===== src/rtl/sub_issue_collect.sv =====
// Issue/collect shell around a fixed-latency unsigned subtractor core.
// Tags ride alongside the core pipeline; results land in a credit-protected FIFO.
module sub_issue_collect #(
  parameter int WIDTH   = 16,
  parameter int LATENCY = 2,
  parameter int DEPTH   = 4
) (
  input  logic             clk,
  input  logic             resetn,
  input  logic             in_valid,
  output logic             in_ready,
  input  logic [WIDTH-1:0] in_a,
  input  logic [WIDTH-1:0] in_b,
  output logic             sub_ce,
  output logic [WIDTH-1:0] sub_a,
  output logic [WIDTH-1:0] sub_b,
  input  logic [WIDTH-1:0] sub_s,
  output logic             out_valid,
  input  logic             out_ready,
  output logic [WIDTH-1:0] out_diff,
  output logic             out_borrow,
  output logic             busy
);

  localparam int AW = (DEPTH > 1) ? $clog2(DEPTH) : 1;
  localparam int CW = $clog2(DEPTH + 1);
  localparam int LW = $clog2(LATENCY + 1);
  localparam int UW = ((CW > LW) ? CW : LW) + 1;

  logic [LATENCY-1:0] tag_v;
  logic [LATENCY-1:0] tag_brw;
  logic [LATENCY-1:0] tag_v_nx;
  logic [LATENCY-1:0] tag_brw_nx;

  logic [WIDTH:0]     mem [DEPTH];
  logic [AW-1:0]      wptr;
  logic [AW-1:0]      rptr;
  logic [CW-1:0]      count;

  logic [LW-1:0]      inflight;
  logic [UW-1:0]      used;
  logic               fire;
  logic               push;
  logic               pop;
  logic [WIDTH:0]     head;

  assign sub_a = in_a;
  assign sub_b = in_b;

  // Credit check uses registered state only; a pop frees credit next cycle.
  always_comb begin
    inflight = '0;
    for (int i = 0; i < LATENCY; i++)
      inflight = inflight + LW'(tag_v[i]);
    used     = UW'(count) + UW'(inflight);
    in_ready = used < UW'(DEPTH);
  end

  assign fire      = in_valid & in_ready;
  assign sub_ce    = fire | (|tag_v);
  assign push      = sub_ce & tag_v[LATENCY-1];
  assign out_valid = count != '0;
  assign pop       = out_valid & out_ready;
  assign busy      = (|tag_v) | out_valid;

  assign head       = mem[rptr];
  assign out_diff   = out_valid ? head[WIDTH:1] : '0;
  assign out_borrow = out_valid & head[0];

  // Next tag stage contents: new op enters stage 0, others move up.
  always_comb begin
    tag_v_nx      = '0;
    tag_brw_nx    = '0;
    tag_v_nx[0]   = fire;
    tag_brw_nx[0] = in_a < in_b;
    for (int i = 1; i < LATENCY; i++) begin
      tag_v_nx[i]   = tag_v[i-1];
      tag_brw_nx[i] = tag_brw[i-1];
    end
  end

  // Tag pipeline advances in lockstep with the core's enable.
  always_ff @(posedge clk or negedge resetn) begin
    if (!resetn) begin
      tag_v   <= '0;
      tag_brw <= '0;
    end else if (sub_ce) begin
      tag_v   <= tag_v_nx;
      tag_brw <= tag_brw_nx;
    end
  end

  // Result storage; contents need no reset since count gates visibility.
  always_ff @(posedge clk) begin
    if (push)
      mem[wptr] <= {sub_s, tag_brw[LATENCY-1]};
  end

  // FIFO pointers and occupancy.
  always_ff @(posedge clk or negedge resetn) begin
    if (!resetn) begin
      wptr  <= '0;
      rptr  <= '0;
      count <= '0;
    end else begin
      if (push)
        wptr <= wptr + AW'(1);
      if (pop)
        rptr <= rptr + AW'(1);
      unique case (1'b1)
        push & ~pop: count <= count + CW'(1);
        pop & ~push: count <= count - CW'(1);
        default:     count <= count;
      endcase
    end
  end

endmodule


===== config.mk =====
export PLATFORM = sky130hd
export DESIGN_NAME = sub_issue_collect
export DESIGN_NICKNAME = d
export VERILOG_FILES = /design/src/rtl/sub_issue_collect.sv
export SDC_FILE = /design/constraint.sdc
export NUM_CORES = 1
export LEC_CHECK = 0
export BUFFER_PORTS_ARGS = -buffer_cell sky130_fd_sc_hd__buf_4
export CORE_ASPECT_RATIO = 1.2
export CORE_MARGIN = 4
export CORE_UTILIZATION = 50
export DETAILED_ROUTE_END_ITERATION = 8
export GPL_TIMING_DRIVEN = 0
export PLACE_DENSITY = 0.77
export SYNTH_ARGS = -nofsm -noshare
export SYNTH_HDL_FRONTEND = slang
export SYNTH_SLANG_ARGS = --single-unit
export TNS_END_PERCENT = 20

===== constraint.sdc =====
create_clock -name clk -period 4.8 [get_ports clk]
set_input_delay 0.48 -clock clk [delete_from_list [all_inputs] [get_ports clk]]
set_output_delay 0.48 -clock clk [all_outputs]
set_load 0.05 [all_outputs]

After elaboration in Yosys (flattened, before gate mapping)
Memories as Yosys holds them, arrays and structs flattened. Cells that the tools add are included.

Logic and storage cells: 31. Input bits: 52. Memories: 1. Flip-flop bits (word level): 11. Output and inout bits: 53. Bits in writable memories: 68.

Memories: mem (words 4, width 17, read ports 1, clocked after memory_dff 0, write ports 1, RTL line 35) `logic [WIDTH:0] mem [DEPTH];`.

Multiplexer cells: 4. Bitwise logic cells: 10. Add/sub/neg operators: 6. $lt $le $gt $ge: 2. Reductions and logical operators: 3.

Operator list (count): 16-bit < comparator (1); 16-bit two-way mux (1); 1-bit AND (6); 3-bit one-hot mux with 2 select lines (1); 2-bit by 1-bit adder with 2-bit output, second input constant (2); 3-bit by 2-bit adder with 4-bit output (1); 4-bit by 3-bit < comparator with 1-bit output, second input constant (1); 3-bit by 1-bit adder with 3-bit output, second input constant (1); 3-bit nonzero test (1); 3-bit by 1-bit subtractor with 3-bit output, second input constant (1); 1-bit by 1-bit adder with 2-bit output (1); 1-bit two-way mux (2); 1-bit inverter (2); 1-bit bitwise OR (2); 2-bit nonzero test (1); 2-bit OR reduction (1).

Logic depth before layout (Yosys ltp)
Gate-level depths: netlist (run 1).

Depth in word-level cells: 9. Gate-level depth with buffers: 9. Mapped depth without buffers: 8.

Worst setup path after synthesis (run 1)
No wires, ideal clock.

Path kind: reg2out. Start: register rptr[0]. End: output port out_diff[10]. Path slack: 2.727 ns. Arrival: 1.593 ns. Path buffers: 2. Data required time: 4.320 ns. Cell stages (with the launch flop): 5. Cells stage by stage: dfrtp_1 buf_2 buf_6 mux4_2 and2_1.

Longest elaborated chain between the ends: 2.

Ends and longest elaborated chain: from (decl) (RTL line 37) `logic [AW-1:0] rptr;`; from (signal assigned) (RTL line 109) `rptr <= rptr + AW'(1);`; memory read 4 x 17 bit; 16-bit two-way mux (RTL line 67) `assign out_diff = out_valid ? head[WIDTH:1] : '0;`; to (decl) (RTL line 20) `output logic [WIDTH-1:0] out_diff,`.

Every way passes these cells.

Final worst setup path (run 1)
Start: register rptr[0]. End: output port out_diff[7].

Same word-level chain as after synthesis.

==> results of run 1 <==
==> worst max-delay path by stage <==
stage / startpoint / to / slack, ns
5_1_grt: rptr[0] / out_diff[13] / 2.09
4_1_cts: rptr[0] / out_diff[11] / 2.15
6_report: rptr[0] / out_diff[7] / 2.19
3_3_place_gp: count[0] / count[2] / 2.55
2_1_floorplan: rptr[0] / out_diff[10] / 2.73
3_5_place_dp: count[0] / count[2] / 2.50
==> state kept, by name, indices dropped and copies added (netlist names) <==
name and flops:
tag_v 2, rptr 2, wptr 2, mem 68, count 3, tag_brw 2
==> layout by cell type (no fill, tap or decap), types with 2 or more instances in the layout <==
cell | Yosys | layout
edfxtp_1 | 68 | 68
ha_1 | 21 | 21
clkbuf_8 | 0 | 11
clkbuf_1 | 4 | 6
xnor2_1 | 3 | 3
a2111oi_0 | 2 | 2
xor2_1 | 3 | 3
buf_4 | 32 | 136
o21ai_0 | 4 | 4
and2_1 | 23 | 23
nand2_1 | 5 | 5
or3_1 | 2 | 2
a21o_1 | 2 | 2
a21oi_1 | 3 | 3
inv_1 | 24 | 24
buf_2 | 2 | 2
nor2_1 | 3 | 3
dfrtp_1 | 11 | 11
nand4_1 | 2 | 2
mux4_2 | 17 | 17
==> where the power goes <==
group	internal, mW	switching (mW)
clock	0.269	0.219
sequential	0.891	0.0512
combinational	0.519	0.877
total	1.68	1.15
==> logic make-up (layout without fill, tap and decap cells) <==
| kind of cell | count (synthesis) | after routing | share of synthesized area [%] |
|---|---|---|---|
| muxes | 18 | 18 | 10.5 |
| xor gates and xnor gates | 6 | 6 | 1.40 |
| adders and majority gates | 22 | 22 | 7.51 |
| and+or+nand+nor | 40 | 40 | 6.14 |
| buffers and inverters | 64 | 185 | 9.86 |
| DFF | 79 | 79 | 61.5 |
| AOI/OAI and AO/OA | 16 | 16 | 3.12 |
==> layer usage <==
metal | GRT usage [%] | share of wire (%) | up-vias
li1 | - | - | 1086
met5 | 0 | 0 | -
met1 | 19.9 | 39 | 1074
met4 | 8.03 | 2.6 | 0
met3 | 4.08 | 7.8 | 15
met2 | 29.3 | 51 | 104
==> critical path, cell delays in order (launching register included) <==
cell and delay, ns:
dfrtp_1 0.33, buf_2 0.34, buf_6 0.24, mux4_2 0.52
and2_1 0.18, buf_4 0.19
==> stage by stage <==
step / instance area (µm²) / setup slack [ns] / hold WS (ns) / util [%]
2_1_floorplan: 3770 / 2.73 / 0.184 / -
3_3_place_gp: 4660 / 2.55 / 0.322 / 64.1
3_5_place_dp: 4660 / 2.50 / 0.322 / 64.1
4_1_cts: 4870 / 2.15 / 0.327 / 67.0
5_1_grt: 4870 / 2.09 / 0.322 / 67.0
6_report: 4870 / 2.19 / 0.340 / 67.0
==> synth_stat cells <==
| cell type | n | area, µm² |
|---|---|---|
| edfxtp_1 | 68 | 2040 |
| buf_4 | 32 | 240 |
| inv_1 | 24 | 90.1 |
| and2_1 | 23 | 144 |
| ha_1 | 21 | 263 |
| mux4_2 | 17 | 383 |
| dfrtp_1 | 11 | 275 |
| nand2_1 | 5 | 18.8 |
| clkbuf_1 | 4 | 15.0 |
| o21ai_0 | 4 | 20.0 |
| a21oi_1 | 3 | 15.0 |
| nor2_1 | 3 | 11.3 |
| xnor2_1 | 3 | 26.3 |
| xor2_1 | 3 | 26.3 |
| a2111oi_0 | 2 | 17.5 |
| a21o_1 | 2 | 15.0 |
| buf_2 | 2 | 10.0 |
| nand4_1 | 2 | 12.5 |
| or3_1 | 2 | 12.5 |
| a2111o_1 | 1 | 11.3 |
| a211oi_1 | 1 | 7.51 |
| a221o_1 | 1 | 10.0 |
| a311oi_1 | 1 | 8.76 |
| and2_0 | 1 | 6.26 |
| and4_1 | 1 | 8.76 |
| buf_6 | 1 | 11.3 |
| clkbuf_2 | 1 | 5.00 |
| fa_1 | 1 | 20.0 |
| mux2_1 | 1 | 11.3 |
| nand2b_1 | 1 | 6.26 |
| nand3_1 | 1 | 5.00 |
| nor2_2 | 1 | 6.26 |
| o31ai_2 | 1 | 12.5 |
==> final cells by class <==
cell class / count / area (µm²) / share of cell area, %
clock buffers: 13 / 159 / 3.26
clock inverters: 3 / 43.8 / 0.899
multi-input cells: 102 / 1080 / 22.1
inverters: 24 / 90.1 / 1.85
repair buffers: 105 / 791 / 16.2
well taps: 90 / 113 / 2.31
flip-flops and latches: 79 / 2320 / 47.5
plain buffers: 40 / 282 / 5.78
==> impl_metrics.csv, run 1 <==
group,metric,value,unit
global_route,track_usage,17.0,%
worst_setup_path,arrival,2.13,ns
worst_setup_path,cp-start-kind,"flop",
worst_hold_path,worstHoldPathCells,1,
global_route,grt_pass1_wl,11.4,mm
clocking,path_clk_slew,0.07,ns
placement,port_buffers,104,
job,cap_viol_max_count,0,
sta,hold_viol_final,0,
global_route,grt_max_degree,18,
floorplan,die_x,87.2,µm
detailed_routing,wl,7.18,mm
detailed_routing,routedWlPerCell,15.7,µm
worst_setup_path,regToRegStartpoint,"count[0]",
placement,dp.cells,439,
clocking,clock_latency,0.34,ns
logic_synthesis,ys_seq_area_share,61.5,%
floorplan,ios,105,
clocking,cts_buffers,9,
worst_setup_path,r2r_end,"count[2]",
cells_and_area,final_cells,456,
logic_synthesis,synth_fp_nets,319,
worst_setup_path,crit_type,"flop to output port",
worst_setup_path,r2r_slack,2.48,ns
sta,final.min_clock_period,2.61,ns
cells_and_area,nNetsFinal,435,
sta,fin_skew,0.00760,ns
sta,slew_headroom,39.4,%
cells_and_area,drive_above_1_share,47.3,%
worst_hold_path,hp-class,"primary input to flop",
logic_synthesis,syn_avg_cell_area,15.4,µm²
global_route,grt_overflow,0,
floorplan,die_h,103,µm
sta,rsz0062_at_grt,"false",
detailed_routing,dr.pass1.iters,4,
floorplan,start_util,51.8,%
power,power_density,580,nW/µm²
logic_synthesis,syn_area,3770,µm²
logic_synthesis,ys_warn_count,0,
clocking,clockRootBuffer,"clkbuf_8",
worst_setup_path,cp-end-kind,"output port",
power,power,2.83,mW
logic_synthesis,synth_seq_cells,79,
clocking,cts_resized,0,
floorplan,die_area,8990,µm²
clocking,cts_hold_buf,1,
worst_hold_path,hold_path_startpoint,"sub_s[12]",
cells_and_area,fillers,518,
floorplan,rows,34,
placement,hpwl,5.35,mm
detailed_routing,vias,2279,
detailed_routing,drt_iter0_drc,60,
clocking,cts_tree,"done",
cells_and_area,diodes,0,
sta,slew_viol_final,0,
clocking,clockBufferDepth,2,
placement,gp_congestion,0.757,
worst_hold_path,holdPathEnd,"mem[2][13]",
detailed_routing,drt-vias-per-instance,5.00,
worst_setup_path,worstPathRequired,4.32,ns
worst_setup_path,reg2regPathDepth,9,
sta,worst_slew_pin_slew,0.909,ns
sta,setup_viol,0,
logic_synthesis,synth_cell_types,33,
clocking,htree_num_levels,3,
clocking,cts_setup_buffers,0,
detailed_routing,drc,0,
detailed_routing,ant_nets,0,
power,leakage,2.08,nW
cells_and_area,area_growth,29.4,%
power,ir_worst_vdd,0.000450,V
sta,fmax,384,MHz
clocking,clock-sinks,79,
sta,tns,0,ns
status,status,"complete, no violations",
sta,fin_crit_sh,54.3,%
floorplan,core_area,7270,µm²
logic_synthesis,synthCells,245,
global_route,grt_pass1_vias,2466,
global_route,antenna_found_initial,0,
worst_setup_path,cp_max_fo,10,
(Power assumes the default switching activity.)
==> run 2: changes to the inputs <==
CORE_UTILIZATION = 47   (was 50)
PLACE_DENSITY = 0.76   (was 0.77)
clock period = 2.25 ns   (was 4.8 ns; I/O delays follow)
==> run 2 against run 1 <==
Cell count increased by 0.44%. Sequential cell count unchanged. Count of clock-buffer cells in the layout shrank 4. Utilization down 3.8 points. Worst setup slack worse by 2.1 ns. Clock power increased by 110%. First-iteration DRC count is 87% higher. Critical path type unchanged. Largest cell class unchanged.
==> impl_metrics.csv, run 2 (same netlist as run 1, synthesis figures left out) <==
group,metric,value,unit
status,status,"complete, no violations",
worst_hold_path,hp-class,"primary input to flop",
cells_and_area,final_cells,458,
cells_and_area,seqCellArea,2320,µm²
clocking,clock-sinks,79,
cells_and_area,largest_reg_flops,68,
worst_setup_path,cp_max_fo,10,
clocking,clockBufferDepth,2,
clocking,clockRootBuffer,"clkbuf_8",
sta,fmax,467,MHz
power,leakage,2.08,nW
worst_setup_path,cp-end-kind,"output port",
worst_setup_path,path_cells,"clkbuf_2, clkbuf_4, mux4_2, and2_1, buf_4",
worst_setup_path,worstPathRequired,2.03,ns
sta,slew_headroom,40.0,%
clocking,path_clk_slew,0.08,ns
cells_and_area,largestRegisters,"mem (68), count (3)",
sta,tns,0,ns
detailed_routing,vias,2263,
sta,fin_crit_sh,95.2,%
clocking,cts_tree,"done",
floorplan,rows,35,
cells_and_area,largest_register,"mem",
power,power_density,1240,nW/µm²
detailed_routing,wl,7.16,mm
detailed_routing,ant_nets,0,
cells_and_area,final_cell_mix,"137 x buf_4, 68 x edfxtp_1, 24 x inv_1",
placement,dp.cells,441,
detailed_routing,drt-vias-per-instance,4.94,
worst_setup_path,arrival,1.92,ns
cells_and_area,area_growth,30.0,%
power,ir_worst_vdd,0.000507,V
worst_setup_path,crit_type,"flop to output port",
floorplan,die_area,9520,µm²
clocking,cts_buffers,9,
floorplan,ios,105,
detailed_routing,routedWlPerCell,15.6,µm
detailed_routing,dr.pass1.iters,4,
sta,hold_viol_final,0,
sta,fin_skew,0.00503,ns
sta,rsz0062_at_grt,"false",
placement,gp_congestion,0.739,
global_route,track_usage,15.8,%
cells_and_area,diodes,0,
clocking,htree_num_levels,3,
sta,setup_viol,0,
clocking,clock_latency,0.34,ns
global_route,grt_pass1_vias,2498,
floorplan,core_area,7750,µm²
job,cap_viol_max_count,0,
cells_and_area,nNetsFinal,435,
floorplan,die_h,106,µm
sta,worst_slew_pin_slew,0.899,ns
placement,hpwl,5.39,mm
sta,slew_viol_final,0,
cells_and_area,final_common_cell,"buf_4",
detailed_routing,drc,0,
placement,port_buffers,104,
sta,final.min_clock_period,2.14,ns
global_route,grt_max_degree,18,
cells_and_area,multi_input_area,1080,µm²
detailed_routing,drt_iter0_drc,112,
floorplan,die_x,89.7,µm
global_route,grt_pass1_wl,11.9,mm
global_route,antenna_found_initial,0,
worst_setup_path,cp_slowest_cell,"dfrtp_1",
global_route,grt_overflow,0,
cells_and_area,drive_above_1_share,48.6,%
worst_setup_path,max_stage_delay,0.34,ns
cells_and_area,fillers,575,
worst_setup_path,cp-start-kind,"flop",
clocking,cts_setup_buffers,0,
floorplan,start_util,48.6,%
run 2: cell count changes in the layout (fill, tap and decap cells not counted), moves of 2 or more:
cell / change
clkbuf_1: -3
buf_2: -2
buf_8: +2
clkbuf_8: -2
clkinv_4: +2
run 2: where the power goes:
part | internal, mW | switching, mW | leakage [nW]
registers | 1.90 | 0.116 | 0.749
logic | 1.15 | 1.88 | 1.24
clock network | 0.513 | 0.499 | 0.0992
total | 3.57 | 2.49 | 2.08
run 2: routing by layer:
layer / share of wire (%) / GRT usage (%)
met5: 0 / 0
met4: 0.96 / 5.91
met3: 7.3 / 4.74
met2: 50 / 27.0
met1: 41 / 19.0
run 2: cell type report:
cell class,count,area share (%)
clock buffers,9,2.53
multi-input cells,102,22.1
clock inverters,7,1.51
well taps,92,2.35
plain buffers,40,6.16
repair buffers,105,16.1
inverters,24,1.84
flip-flops and latches,79,47.3
run 2: final timing paths:
| path | start | to | slack, ns | cells past startpoint |
|---|---|---|---|---|
| max | rptr[1] | out_diff[7] | 0.11 | 5 |
| min | sub_s[10] | mem[3][11] | 0.08 | 1 |
| max reg2reg | count[1] | count[1] | 0.13 | 7 |
| min reg2reg | tag_brw[0] | tag_brw[0] | 0.48 | 2 |
| max in group asynchronous | resetn | count[0] | 1.84 | 2 |
| min in group asynchronous | resetn | count[0] | 0.25 | 2 |
run 2: repair_timing:
action,in CTS,in global routing
resized for setup,3,8
endpoints found under the hold margin,11,0
hold buffers,1,0
cloned,0,0
setup endpoints to repair,10,10
run 2: critical path, delay by kind of cell (launching register included):
| kind | cells | cell delay [ns] |
|---|---|---|
| buffers and inverters | 3 | 0.74 |
| DFF | 1 | 0.34 |
| muxes | 1 | 0.33 |
| and+or+nand+nor | 1 | 0.17 |
run 2: stage by stage:
step | hold WS, ns | total power [mW] | worst slack [ns] | utilization, % | instance area (µm²)
floorplan | -0.0706 | 4.20 | 0.272 | - | 3770
global placement | 0.0656 | 5.00 | -0.0284 | 60.2 | 4660
detailed placement | 0.0686 | 5.07 | -0.102 | 60.2 | 4660
CTS | 0.0611 | 6.10 | 0.0306 | 62.9 | 4880
global route | 0.0620 | 6.40 | 0.00495 | 63.2 | 4900
finish | 0.0797 | 6.06 | 0.107 | 63.2 | 4900
